==> src/rtl/gate_count_sequencer.sv <==
// Integration-window sequencer for the photon counter, driven by SPI command words.
// Define TRIG_SYNC_EN to pass trig_in through a SYNC_STAGES-flop synchronizer.
module gate_count_sequencer #(
    parameter int CNT_W        = 32,
    parameter int GATE_W       = 28,
    parameter int DEFAULT_GATE = 50000,
    parameter int LATCH_DELAY  = 2,
    parameter int SYNC_STAGES  = 2
) (
    input  logic             clk50Mhz,
    input  logic             rst,
    input  logic [31:0]      cmd_word,
    input  logic             cmd_valid,
    input  logic             trig_in,
    input  logic [CNT_W-1:0] cnt_in,
    output logic             cnt_clr,
    output logic             cnt_en,
    output logic [CNT_W-1:0] result,
    output logic             result_valid,
    output logic [15:0]      frame_idx,
    output logic             busy,
    output logic             overrun
);
    typedef enum logic [2:0] {
        S_IDLE, S_WAIT_TRIG, S_CLEAR, S_GATE, S_LATCH
    } state_t;
    typedef enum logic [1:0] {M_SINGLE, M_TRIG, M_FREE} mode_t;

    state_t            r_state, w_next;
    mode_t             r_mode;
    logic [GATE_W-1:0] r_gate_len, r_down;
    logic [2:0]        r_lat_cnt;
    logic              r_stop_pend, r_trig_d;
    logic [CNT_W-1:0]  r_result;
    logic              r_result_valid, r_overrun;
    logic [15:0]       r_frame;

    logic [3:0]        w_op;
    logic [GATE_W-1:0] w_arg;
    logic w_set_gate, w_start_single, w_start_trig, w_free;
    logic w_stop, w_ack, w_clr_stat;
    logic w_trig_s, w_trig_edge, w_last_latch, w_capture, w_win_busy;

    assign w_op           = cmd_word[31:28];
    assign w_arg          = cmd_word[GATE_W-1:0];
    assign w_set_gate     = cmd_valid && (w_op == 4'h1);
    assign w_start_single = cmd_valid && (w_op == 4'h2);
    assign w_start_trig   = cmd_valid && (w_op == 4'h3);
    assign w_free         = cmd_valid && (w_op == 4'hF);
    assign w_stop         = cmd_valid && (w_op == 4'h0);
    assign w_ack          = cmd_valid && (w_op == 4'h5);
    assign w_clr_stat     = cmd_valid && (w_op == 4'h6);

`ifdef TRIG_SYNC_EN
    logic [SYNC_STAGES-1:0] r_sync;
    always_ff @(posedge clk50Mhz) begin
        if (rst) r_sync <= '0;
        else     r_sync <= {r_sync[SYNC_STAGES-2:0], trig_in};
    end
    assign w_trig_s = r_sync[SYNC_STAGES-1];
`else
    assign w_trig_s = trig_in;
`endif

    assign w_trig_edge  = w_trig_s && !r_trig_d;
    assign w_last_latch = (r_lat_cnt == 3'(LATCH_DELAY - 1));
    assign w_capture    = (r_state == S_LATCH) && w_last_latch;
    assign w_win_busy   = (r_state == S_CLEAR) || (r_state == S_GATE) ||
                          (r_state == S_LATCH);

    always_ff @(posedge clk50Mhz) begin
        if (rst) r_state <= S_IDLE;
        else     r_state <= w_next;
    end

    always_comb begin
        w_next = r_state;
        unique case (r_state)
            S_IDLE: begin
                if (w_start_single || w_free) w_next = S_CLEAR;
                else if (w_start_trig)        w_next = S_WAIT_TRIG;
            end
            S_WAIT_TRIG: begin
                if (w_stop)           w_next = S_IDLE;
                else if (w_trig_edge) w_next = S_CLEAR;
            end
            S_CLEAR: w_next = S_GATE;
            S_GATE: begin
                if (w_stop || r_stop_pend ||
                    (r_mode != M_FREE && r_down == '0))
                    w_next = S_LATCH;
            end
            S_LATCH: begin
                if (w_last_latch)
                    w_next = (r_mode == M_TRIG && !r_stop_pend && !w_stop)
                             ? S_WAIT_TRIG : S_IDLE;
            end
            default: w_next = S_IDLE;
        endcase
    end

    always_ff @(posedge clk50Mhz) begin
        if (rst) begin
            r_mode         <= M_SINGLE;
            r_gate_len     <= GATE_W'(DEFAULT_GATE);
            r_down         <= '0;
            r_lat_cnt      <= '0;
            r_stop_pend    <= 1'b0;
            r_trig_d       <= 1'b0;
            r_result       <= '0;
            r_result_valid <= 1'b0;
            r_frame        <= '0;
            r_overrun      <= 1'b0;
        end else begin
            r_trig_d <= w_trig_s;
            if (w_set_gate)
                r_gate_len <= (w_arg == '0) ? GATE_W'(1) : w_arg;
            if (r_state == S_IDLE) begin
                if (w_start_single)    r_mode <= M_SINGLE;
                else if (w_start_trig) r_mode <= M_TRIG;
                else if (w_free)       r_mode <= M_FREE;
                if (w_clr_stat) begin
                    r_frame   <= '0;
                    r_overrun <= 1'b0;
                end
            end
            // Down-counter snapshots gate_len so SET_GATE never disturbs a live window
            if (r_state == S_CLEAR)
                r_down <= r_gate_len - GATE_W'(1);
            else if (r_state == S_GATE && r_down != '0)
                r_down <= r_down - GATE_W'(1);
            r_lat_cnt <= (r_state == S_LATCH) ? r_lat_cnt + 3'd1 : 3'd0;
            if (!w_win_busy)
                r_stop_pend <= 1'b0;
            else if (w_stop)
                r_stop_pend <= 1'b1;
            if (w_capture) begin
                r_result       <= cnt_in;
                r_result_valid <= 1'b1;
                r_frame        <= r_frame + 16'd1;
                if (r_result_valid && !w_ack) r_overrun <= 1'b1;
            end else if (w_ack) begin
                r_result_valid <= 1'b0;
            end
            if (w_trig_edge && r_mode == M_TRIG && w_win_busy)
                r_overrun <= 1'b1;
        end
    end

    assign cnt_clr      = (r_state == S_CLEAR);
    assign cnt_en       = (r_state == S_GATE);
    assign busy         = (r_state != S_IDLE);
    assign result       = r_result;
    assign result_valid = r_result_valid;
    assign frame_idx    = r_frame;
    assign overrun      = r_overrun;
endmodule
==> config.mk <==
export PLATFORM = sky130hd
export DESIGN_NAME = gate_count_sequencer
export DESIGN_NICKNAME = d
export VERILOG_FILES = /design/src/rtl/gate_count_sequencer.sv
export SDC_FILE = /design/constraint.sdc
export NUM_CORES = 1
export LEC_CHECK = 0
export BUFFER_PORTS_ARGS = -buffer_cell sky130_fd_sc_hd__buf_2
export CORE_MARGIN = 2
export CORE_UTILIZATION = 40
export CTS_CLUSTER_SIZE = 12
export DETAILED_ROUTE_END_ITERATION = 6
export SLEW_MARGIN = 20
export SYNTH_ARGS = -nofsm -noshare
export SYNTH_HDL_FRONTEND = slang
export SYNTH_SLANG_ARGS = --single-unit
==> constraint.sdc <==
create_clock -name clk50Mhz -period 3.3 [get_ports clk50Mhz]
set_clock_uncertainty 0.15 [all_clocks]
set_input_delay 0.33 -clock clk50Mhz [delete_from_list [all_inputs] [get_ports clk50Mhz]]
set_output_delay 0.33 -clock clk50Mhz [all_outputs]
set_load 0.01 [all_outputs]
==> run summary, run 1 <==
Status -> finished, final reports clean
Placed standard-cell area -> 6640 µm²
HPWL after detailed placement -> 11.8 mm
Layout area overhead -> 28.0%
CP Class -> reg2reg
PostCTS Resize Cnt -> 0
Number of synthesized flops with an enable pin -> 0
RR Startpoint -> r_state[1]
Origin of the worst setup path -> r_state[1]
Sequential-to-total area share from yosys stat -> 39.8%
Worst path bufs/invs -> 1
Clk slew on worst S/H paths -> 0.06 ns
Slew headroom -> 49.9%
First-pass GRT wire length -> 28.3 mm
Hold buffers post-CTS -> 24
Setup Fix Bufs, Post-CTS -> 0
Nets@finish -> 989
Met1 Resource Use GR -> 29.3%
Final Cycle Share -> 87.2%
Area leader, netlist -> dfxtp_1
Ys async rst share -> 0%
Worst EP required -> 3.42 ns
Die area -> 15600 µm²
CTS sink count -> 116
Top-count cell post-synth -> nand2_1
Largest net degree at the start of global routing -> 70
Total power -> 7.06 mW
Fmax -> 0.348 GHz
PortBufs -> 120
Chip height -> 125 µm
Crit-path cells -> or3b_1 -> clkinv_4 -> mux2i_1 -> ha_1 -> o21ai_4 -> or4_4 -> xnor2_1 -> a221oi_2 -> nor2_1
Clk Latency, worst-skew pair -> 0.41 ns
Pwr per Cell Area -> 945 nW/µm²
Mapped Cells -> 780
Max VDD drop -> 428 µV
DR iter-0 viols -> 319
Hold/Removal Path Class -> in2reg
Starting Density -> 40.6%
Root buf cell -> clkbuf_16
Die W -> 125 µm
CORE AREA -> 14400 µm²
Cells after DPL -> 1058
Design Area, Final -> 7470 µm²
Cell Area, Synth -> 5840 µm²
Syn_nets -> 852
Tightest Pin Transition -> 0.752 ns
Clock period minus worst slack -> 2.88 ns
Top cell type's share of synthesized area -> 39.8%
Delay-heaviest family, CP -> simple AND/OR/NAND/NOR gates
Gr usage total -> 22.1%
Post-synth cell types -> 66
Critical path fanouts, max -> 12
Vias/cell -> 5.37
Routed Antenna Nets -> 0
First-pass detailed-route iteration total -> 5
Number of max-cap violations -> 0
Routed len/inst -> 15.5 µm
Clock Path Buffers -> 2
Setup slack, reg-to-reg -> 0.42 ns
Via count -> 5977
Seq cells post-synth -> 116
GR Overflow Total -> 0
Drt drc -> 0
Mean post-synth cell area -> 7.48 µm²
Core Rows -> 44
Synth area leaders -> dfxtp_1, nand2_1, a21oi_1
Critical-path top delay cell -> or4_4
Synth Flop Type -> dfxtp_1
Setup TNS Final -> 0 ns
Top cells by count, synth -> nand2_1, dfxtp_1, a21oi_1
Total Routed Length -> 17.3 mm
Final Max Slew Viols -> 0
Grt met3 use -> 6.57%
Initial antenna violation count -> 0
Routability Congestion -> 0.863
Share of post-route cells with drive strength above 1 -> 21.0%
CTS tree -> yes
Gr busiest metal -> met2
Yosys warning count -> 0
Static Leakage -> 2.98 nW
Fin. Hold Viols -> 0
CP arrival -> 2.99 ns
Met2 Use GR -> 34.2%
Cts bufs inserted -> 17
CP endpoint kind -> flop
Vias in the first global route -> 5653
Layout Utilization -> 52.0%
HP Start -> cnt_in[27]
Layout Cells excl Fill -> 1114
Max incr delay on CP -> 0.57 ns
Critical Path Start Type -> flop
Top-level I/O count -> 121
Antenna cells -> 0
RSZ-0062 raised after global routing -> false
Final setup violation count -> 0
H-tree levels -> 4
## through the flow
stage	hold WS [ns]	setup WS, ns
after floorplan	0.271	0.00148
after global placement	0.286	0.471
after detailed placement	0.293	0.426
after CTS	0.000617	0.425
after global routing	0.00111	0.265
final	0.0127	0.423
## kinds of logic (layout without fill, tap and decap cells)
kind of cell             count (synthesis)  after routing  share of synthesized area (%)
AO/OA/AOI/OAI                          183            183                           18.8
XOR/XNOR                                19             19                           2.85
adder cells (fa/ha/maj)                  4              4                          0.857
buffers and inverters                   57            207                           3.99
flip-flops                             116            116                           39.8
multiplexers                            12             12                           2.21
AND/OR/NAND/NOR                        389            389                           31.5
## area by class of cell
| class | instances | area [µm²] |
|---|---|---|
| inverter | 11 | 46.3 |
| clock buffer | 23 | 468 |
| timing repair buffer | 164 | 993 |
| clock inverter | 9 | 128 |
| fill | 1411 | 6900 |
| tap | 184 | 230 |
| multi-input combinational | 607 | 3280 |
| sequential | 116 | 2320 |
## state kept, by name, indices dropped and copies added (netlist names)
signal,cells
result,32
r_trig_d,1
result_valid,1
r_gate_len,28
r_stop_pend,1
r_state,3
frame_idx,16
overrun,1
r_mode,2
r_lat_cnt,3
r_down,28
## path summary, 6_finish.rpt
kind / end / depth (start not counted)
min: result[27] / 3
max reg2reg: r_down[22] / 9
min reg2reg: r_lat_cnt[0] / 1
max: r_down[22] / 9
## cell usage in the layout (no fill, tap or decap), types with 3 or more instances in the layout
cell type	n
xnor2_1	10
nand2_1	168
nor3b_1	5
clkinv_2	4
nand4_1	9
nor2_1	70
o211ai_1	3
nor4_1	15
inv_1	10
o22ai_1	3
nand3_1	26
o2111ai_1	4
a21o_1	3
clkbuf_16	17
dlygate4sd3_1	24
a211oi_1	7
or3_1	13
mux2i_1	5
ha_1	4
o21ai_0	33
a22oi_1	6
clkbuf_1	4
a21oi_1	94
buf_2	119
mux2_2	7
or4_1	6
clkinv_4	3
a31oi_1	5
and3_1	9
buf_4	21
nor3_1	35
nand2b_1	4
or2_2	5
xor2_1	9
dfxtp_1	115
bufinv_16	3
and4_1	6
nor2b_1	6
## layer usage
metal  wire length (µm)  vias to the layer above
met1               8270                     2738
li1                   -                     3043
met4                193                        0
met3               1210                       18
met5                  0                        -
met2               7590                      178
## tightest hold or removal path, cell delays in order
cell     delay, ns
buf_2         0.10
nand2_1       0.05
a21oi_1       0.05
## power breakdown
part           internal (mW)  switching, mW
logic                   1.39           2.08
clock network           1.22          0.641
registers               1.56          0.171
Power figures use the tool's default switching activity.
==> run 2: changes to the inputs <==
RECOVER_POWER = 25   (was default)
==> run summary, run 2 (synthesis gave the netlist of run 1 again) <==
Number of max-cap violations -> 0 (unchanged)
Largest net degree at the start of global routing -> 70 (unchanged)
CTS sink count -> 116 (unchanged)
Delay-heaviest family, CP -> simple AND/OR/NAND/NOR gates
Starting Density -> 40.6% (unchanged)
CORE AREA -> 14400 µm² (unchanged)
CP Class -> reg2reg
Status -> finished, final reports clean
Crit-path cells -> or3b_1 -> clkinv_4 -> mux2i_1 -> ha_1 -> o21ai_4 -> or4_4 -> xnor2_1 -> a221oi_2 -> nor2_1
Static Leakage -> 2.82 nW (-5.6%)
H-tree levels -> 4 (unchanged)
Root buf cell -> clkbuf_16
Final Cycle Share -> 87.2% (about the same)
Tightest Pin Transition -> 0.740 ns (-0.0121 ns)
Met1 Resource Use GR -> 29.3% (unchanged)
Cts bufs inserted -> 17 (unchanged)
Vias/cell -> 5.40 (+0.72%)
Critical Path Start Type -> flop
Share of post-route cells with drive strength above 1 -> 16.9% (-4.1 points)
Final WS setup -> 0.421 ns (-0.00189 ns)
Chip height -> 125 µm (unchanged)
Most frequent cells in the layout -> nand2_1, dfxtp_1, a21oi_1, buf_2, nor2_1
RR Startpoint -> r_state[1]
Clk slew on worst S/H paths -> 0.06 ns (about the same)
Die W -> 125 µm (unchanged)
Initial antenna violation count -> 0 (unchanged)
Fmax -> 0.347 GHz (about the same)
Total Routed Length -> 17.2 mm (-0.35%)
Layout Cells excl Fill -> 1114 (unchanged)
Hold buffers post-CTS -> 24 (unchanged)
Routability Congestion -> 0.863 (unchanged)
Critical-path top delay cell -> or4_4
Routed Antenna Nets -> 0 (unchanged)
Grt met3 use -> 6.57% (unchanged)
Origin of the worst setup path -> r_state[1]
Die area -> 15600 µm² (unchanged)
Vias in the first global route -> 5653 (unchanged)
Slew headroom -> 50.7% (+0.81 points)
Worst path bufs/invs -> 1 (unchanged)
Final setup violation count -> 0 (unchanged)
First-pass GRT wire length -> 28.3 mm (unchanged)
Clock Path Buffers -> 2 (unchanged)
Drt drc -> 0 (unchanged)
Via count -> 6020 (+0.72%)
PostCTS Resize Cnt -> 0 (unchanged)
PortBufs -> 120 (unchanged)
Clk Latency, worst-skew pair -> 0.41 ns (about the same)
Gr busiest metal -> met2
RSZ-0062 raised after global routing -> false
Total power -> 7.07 mW (about the same)
Final Max Slew Viols -> 0 (unchanged)
First-pass detailed-route iteration total -> 5 (unchanged)
Core Rows -> 44 (unchanged)
Routed len/inst -> 15.4 µm (-0.35%)
Top-level I/O count -> 121 (unchanged)
Cells after DPL -> 1058 (unchanged)
Setup TNS Final -> 0 ns (unchanged)
Setup Fix Bufs, Post-CTS -> 0 (unchanged)
Worst EP required -> 3.42 ns (about the same)
CP endpoint kind -> flop
Setup Slack @ Placement -> 0.426 ns (unchanged)
HPWL after detailed placement -> 11.8 mm (unchanged)
Max VDD drop -> 430 µV (+0.68%)
GR Overflow Total -> 0 (unchanged)
Antenna cells -> 0 (unchanged)
Hold/Removal Path Class -> in2reg
HP Start -> cnt_in[27]
Critical path fanouts, max -> 12 (unchanged)
CTS tree -> yes
Fin. Hold Viols -> 0 (unchanged)
Met2 Use GR -> 34.2% (unchanged)
Pwr per Cell Area -> 952 nW/µm² (+0.67%)
Most common cell after layout, fill and taps aside -> nand2_1
DR iter-0 viols -> 315 (-1.3%)
Max reg flops -> 32 (unchanged)
Clock period minus worst slack -> 2.88 ns (+0.00189 ns)
Gr usage total -> 22.1% (unchanged)
Layout area overhead -> 27.2%
CP arrival -> 3.00 ns (about the same)
Nets@finish -> 989 (unchanged)
Max incr delay on CP -> 0.57 ns (about the same)
## run 2: changes by cell type in the layout (fill, tap and decap cells not counted), sizes merged
| cell | change |
|---|---|
| buf | -38 |
| clkbuf | +38 |
## run 2: area by class of cell
type	instances	area (µm²)
inverters	11	46.3
well taps	184	230
clock buffers	23	468
fillers	1426	6950
multi-input cells	607	3280
clock inverters	9	128
flip-flops and latches	116	2320
repair buffers	164	946
## run 2: per-stage QoR
step                      hold slack (ns)  utilization (%)  instance area [µm²]
after floorplan                     0.271                -                 5840
after global placement              0.286             46.2                 6640
after detailed placement            0.293             46.2                 6640
after CTS                        0.000617             52.0                 7470
after global routing              0.00111             51.7                 7420
final                             0.00810             51.7                 7420
## run 2: report_power, final
group / leakage, nW / total, mW / switching, mW / internal (mW)
clock network: 0.295 / 1.86 / 0.641 / 1.22
registers: 0.938 / 1.73 / 0.171 / 1.56
logic: 1.58 / 3.47 / 2.08 / 1.39
total: 2.82 / 7.07 / 2.89 / 4.17
## run 2: worst paths after layout
check        slack [ns]  depth (start not counted)           end
min               0.008                          3    result[27]
min reg2reg        0.30                          1  r_lat_cnt[0]
max reg2reg        0.42                          9    r_down[22]
max                0.42                          9    r_down[22]
## run 2: per-layer routing
layer	wire length, µm	share of wire [%]
met2	7620	44
met4	201	1.2
met5	0	0
met1	8110	47
met3	1270	7.4
## run 2: tightest hold or removal path, stage by stage
cell and delay [ns]:
buf_2 0.10, nand2_1 0.05, a21oi_1 0.05
==> run 3: changes to the inputs <==
CORE_UTILIZATION = 50   (was 40)
PLACE_DENSITY = 0.77   (was default)
==> run summary, run 3 (synthesis gave the netlist of run 1 again) <==
Max incr delay on CP -> 0.43 ns (-0.14 ns)
CP arrival -> 3.22 ns (+0.22 ns)
Initial antenna violation count -> 1 (+1)
Final hold slack -> 0.00273 ns (-0.00537 ns)
Layout Cells excl Fill -> 1070 (-3.9%)
Delay-heaviest family, CP -> simple AND/OR/NAND/NOR gates
Worst path bufs/invs -> 1 (unchanged)
Crit-path cells -> or3b_1 -> clkinv_4 -> mux2i_1 -> ha_1 -> and4_1 -> o21ai_0 -> nor2_1 -> nand2_1 -> a2bb2oi_1 -> o221a_2
Vias in the first global route -> 5747 (+1.7%)
Max VDD drop -> 626 µV (+45%)
Fin. Hold Viols -> 0 (unchanged)
Final setup violation count -> 0 (unchanged)
Setup TNS Final -> 0 ns (unchanged)
Share of post-route cells with drive strength above 1 -> 16.8% (-0.035 points)
Final Max Slew Viols -> 0 (unchanged)
Power Internal -> 4.06 mW (-2.6%)
Hold/Removal Path Class -> in2reg
CP Class -> reg2reg
Vias/cell -> 5.81 (+7.5%)
Via count -> 6218 (+3.3%)
First-pass GRT wire length -> 28.3 mm (+0.17%)
Worst EP required -> 3.46 ns (+0.04 ns)
Setup slack, reg-to-reg -> 0.24 ns (-0.18 ns)
Clk slew on worst S/H paths -> 0.05 ns (about the same)
Root buf cell -> clkbuf_16
Largest net degree at the start of global routing -> 72 (+2.9%)
Clk Latency, worst-skew pair -> 0.42 ns (about the same)
Starting Density -> 51.1% (+10 points)
Slew headroom -> 31.3% (-19 points)
Gr usage total -> 27.5% (+5.4 points)
HP Start -> cnt_in[20]
Top-level I/O count -> 121 (unchanged)
H-tree levels -> 4 (unchanged)
Routed len/inst -> 16.2 µm (+4.7%)
Drt drc -> 0 (unchanged)
Most common cell after layout, fill and taps aside -> nand2_1
Critical path fanouts, max -> 23 (+11)
Layout area overhead -> 26.2%
Clock Path Buffers -> 2 (unchanged)
First-pass detailed-route iteration total -> 5 (unchanged)
Sw Ratio -> 41.8% (+0.80 points)
Cells after DPL -> 1011 (-4.4%)
Crit path capture -> r_down[18]
Chip height -> 112 µm (-10%)
Comb pwr share -> 48.6% (-0.5 points)
Origin of the worst setup path -> r_state[1]
Pwr per Cell Area -> 947 nW/µm² (-0.49%)
Most frequent cells in the layout -> nand2_1, dfxtp_1, a21oi_1, buf_2, nor2_1
Total power -> 6.97 mW (-1.3%)
CTS tree -> yes
CP endpoint kind -> flop
Cts bufs inserted -> 17 (unchanged)
Static Leakage -> 2.78 nW (-1.2%)
WP depth -> 10 (+1)
Critical-path top delay cell -> or3b_1
Die area -> 12600 µm² (-19%)
Clock network power share -> 26.7% (+0.3 points)
Routed Antenna Nets -> 0 (unchanged)
RR Endpoint -> r_down[18]
Seq pwr share -> 24.7% (+0.2 points)
DR iter-0 viols -> 485 (+54%)
Layout Utilization -> 64.5% (+13 points)
CTS sink count -> 116 (unchanged)
Core Rows -> 39 (-11%)
CORE AREA -> 11400 µm² (-21%)
GR Overflow Total -> 0 (unchanged)
Clock period minus worst slack -> 3.06 ns (+0.177 ns)
Max reg flops -> 32 (unchanged)
HPWL after detailed placement -> 11.4 mm (-3.4%)
RSZ-0062 raised after global routing -> false
Total Routed Length -> 17.3 mm (+0.53%)
Status -> finished, final reports clean
Die W -> 112 µm (-10%)
Routability Congestion -> 0.926 (+7.2%)
Switching pwr -> 2.91 mW (+0.64%)
Tightest Pin Transition -> 1.03 ns (+0.290 ns)
PortBufs -> 120 (unchanged)
RR Startpoint -> r_state[1]
Critical Path Start Type -> flop
Nets@finish -> 985 (-0.40%)
Fmax -> 0.327 GHz (-5.8%)
Number of max-cap violations -> 0 (unchanged)
R2R depth -> 10 (+1)
Final Cycle Share -> 92.6% (+5.4 points)
[run 3: repair_timing]
| action | CTS | global route |
|---|---|---|
| endpoints found under the hold margin | 24 | 2 |
| setup endpoints to repair | 0 | 0 |
| resized for setup | 0 | 0 |
| hold buffers | 24 | 2 |
| buffers inserted | 0 | 0 |
[run 3: power by group through the flow]
stage	Sequential, mW	Combinational [mW]	Clock (mW)
3_3_place_gp	1.74	3.25	0
2_1_floorplan	1.71	2.56	0
5_1_grt	1.75	3.74	1.95
4_1_cts	1.72	3.33	1.87
6_report	1.72	3.39	1.86
3_5_place_dp	1.74	3.28	0
[run 3: worst min-delay path by stage]
stage                              end  depth (start not counted)  slack [ns]
after floorplan           r_lat_cnt[0]                          1        0.27
after global placement      result[20]                          2        0.29
after detailed placement    result[23]                          2        0.29
after CTS                   result[29]                          3      0.0007
after global routing        result[30]                          3        0.01
final                       result[20]                          3       0.003
[run 3: layer usage]
| metal | vias to the layer above | track usage [%] | share of wire [%] |
|---|---|---|---|
| met5 | - | 0 | 0 |
| met4 | 0 | 10.2 | 2.3 |
| met3 | 36 | 9.29 | 9.0 |
| met2 | 256 | 42.5 | 46 |
| met1 | 2890 | 36.1 | 43 |
| li1 | 3036 | - | - |
[run 3: final cells by class]
class                   instances  area (µm²)
repair buffers                160         921
fillers                       988        4060
flip-flops and latches        116        2320
well taps                     143         179
multi-input cells             607        3290
diodes                          1        2.50
inverters                      11        46.3
clock inverters                11         125
clock buffers                  21         480
[run 3: tightest hold or removal path: stages]
cell and delay (ns):
buf_2 0.10, nand2_1 0.05, a21oi_1 0.05
[run 3: per-stage QoR]
stage	instance area, µm²	worst slack (ns)
6_report	7360	0.244
5_1_grt	7360	0.0595
4_1_cts	7390	0.239
3_5_place_dp	6540	0.251
3_3_place_gp	6540	0.325
2_1_floorplan	5840	0.00148
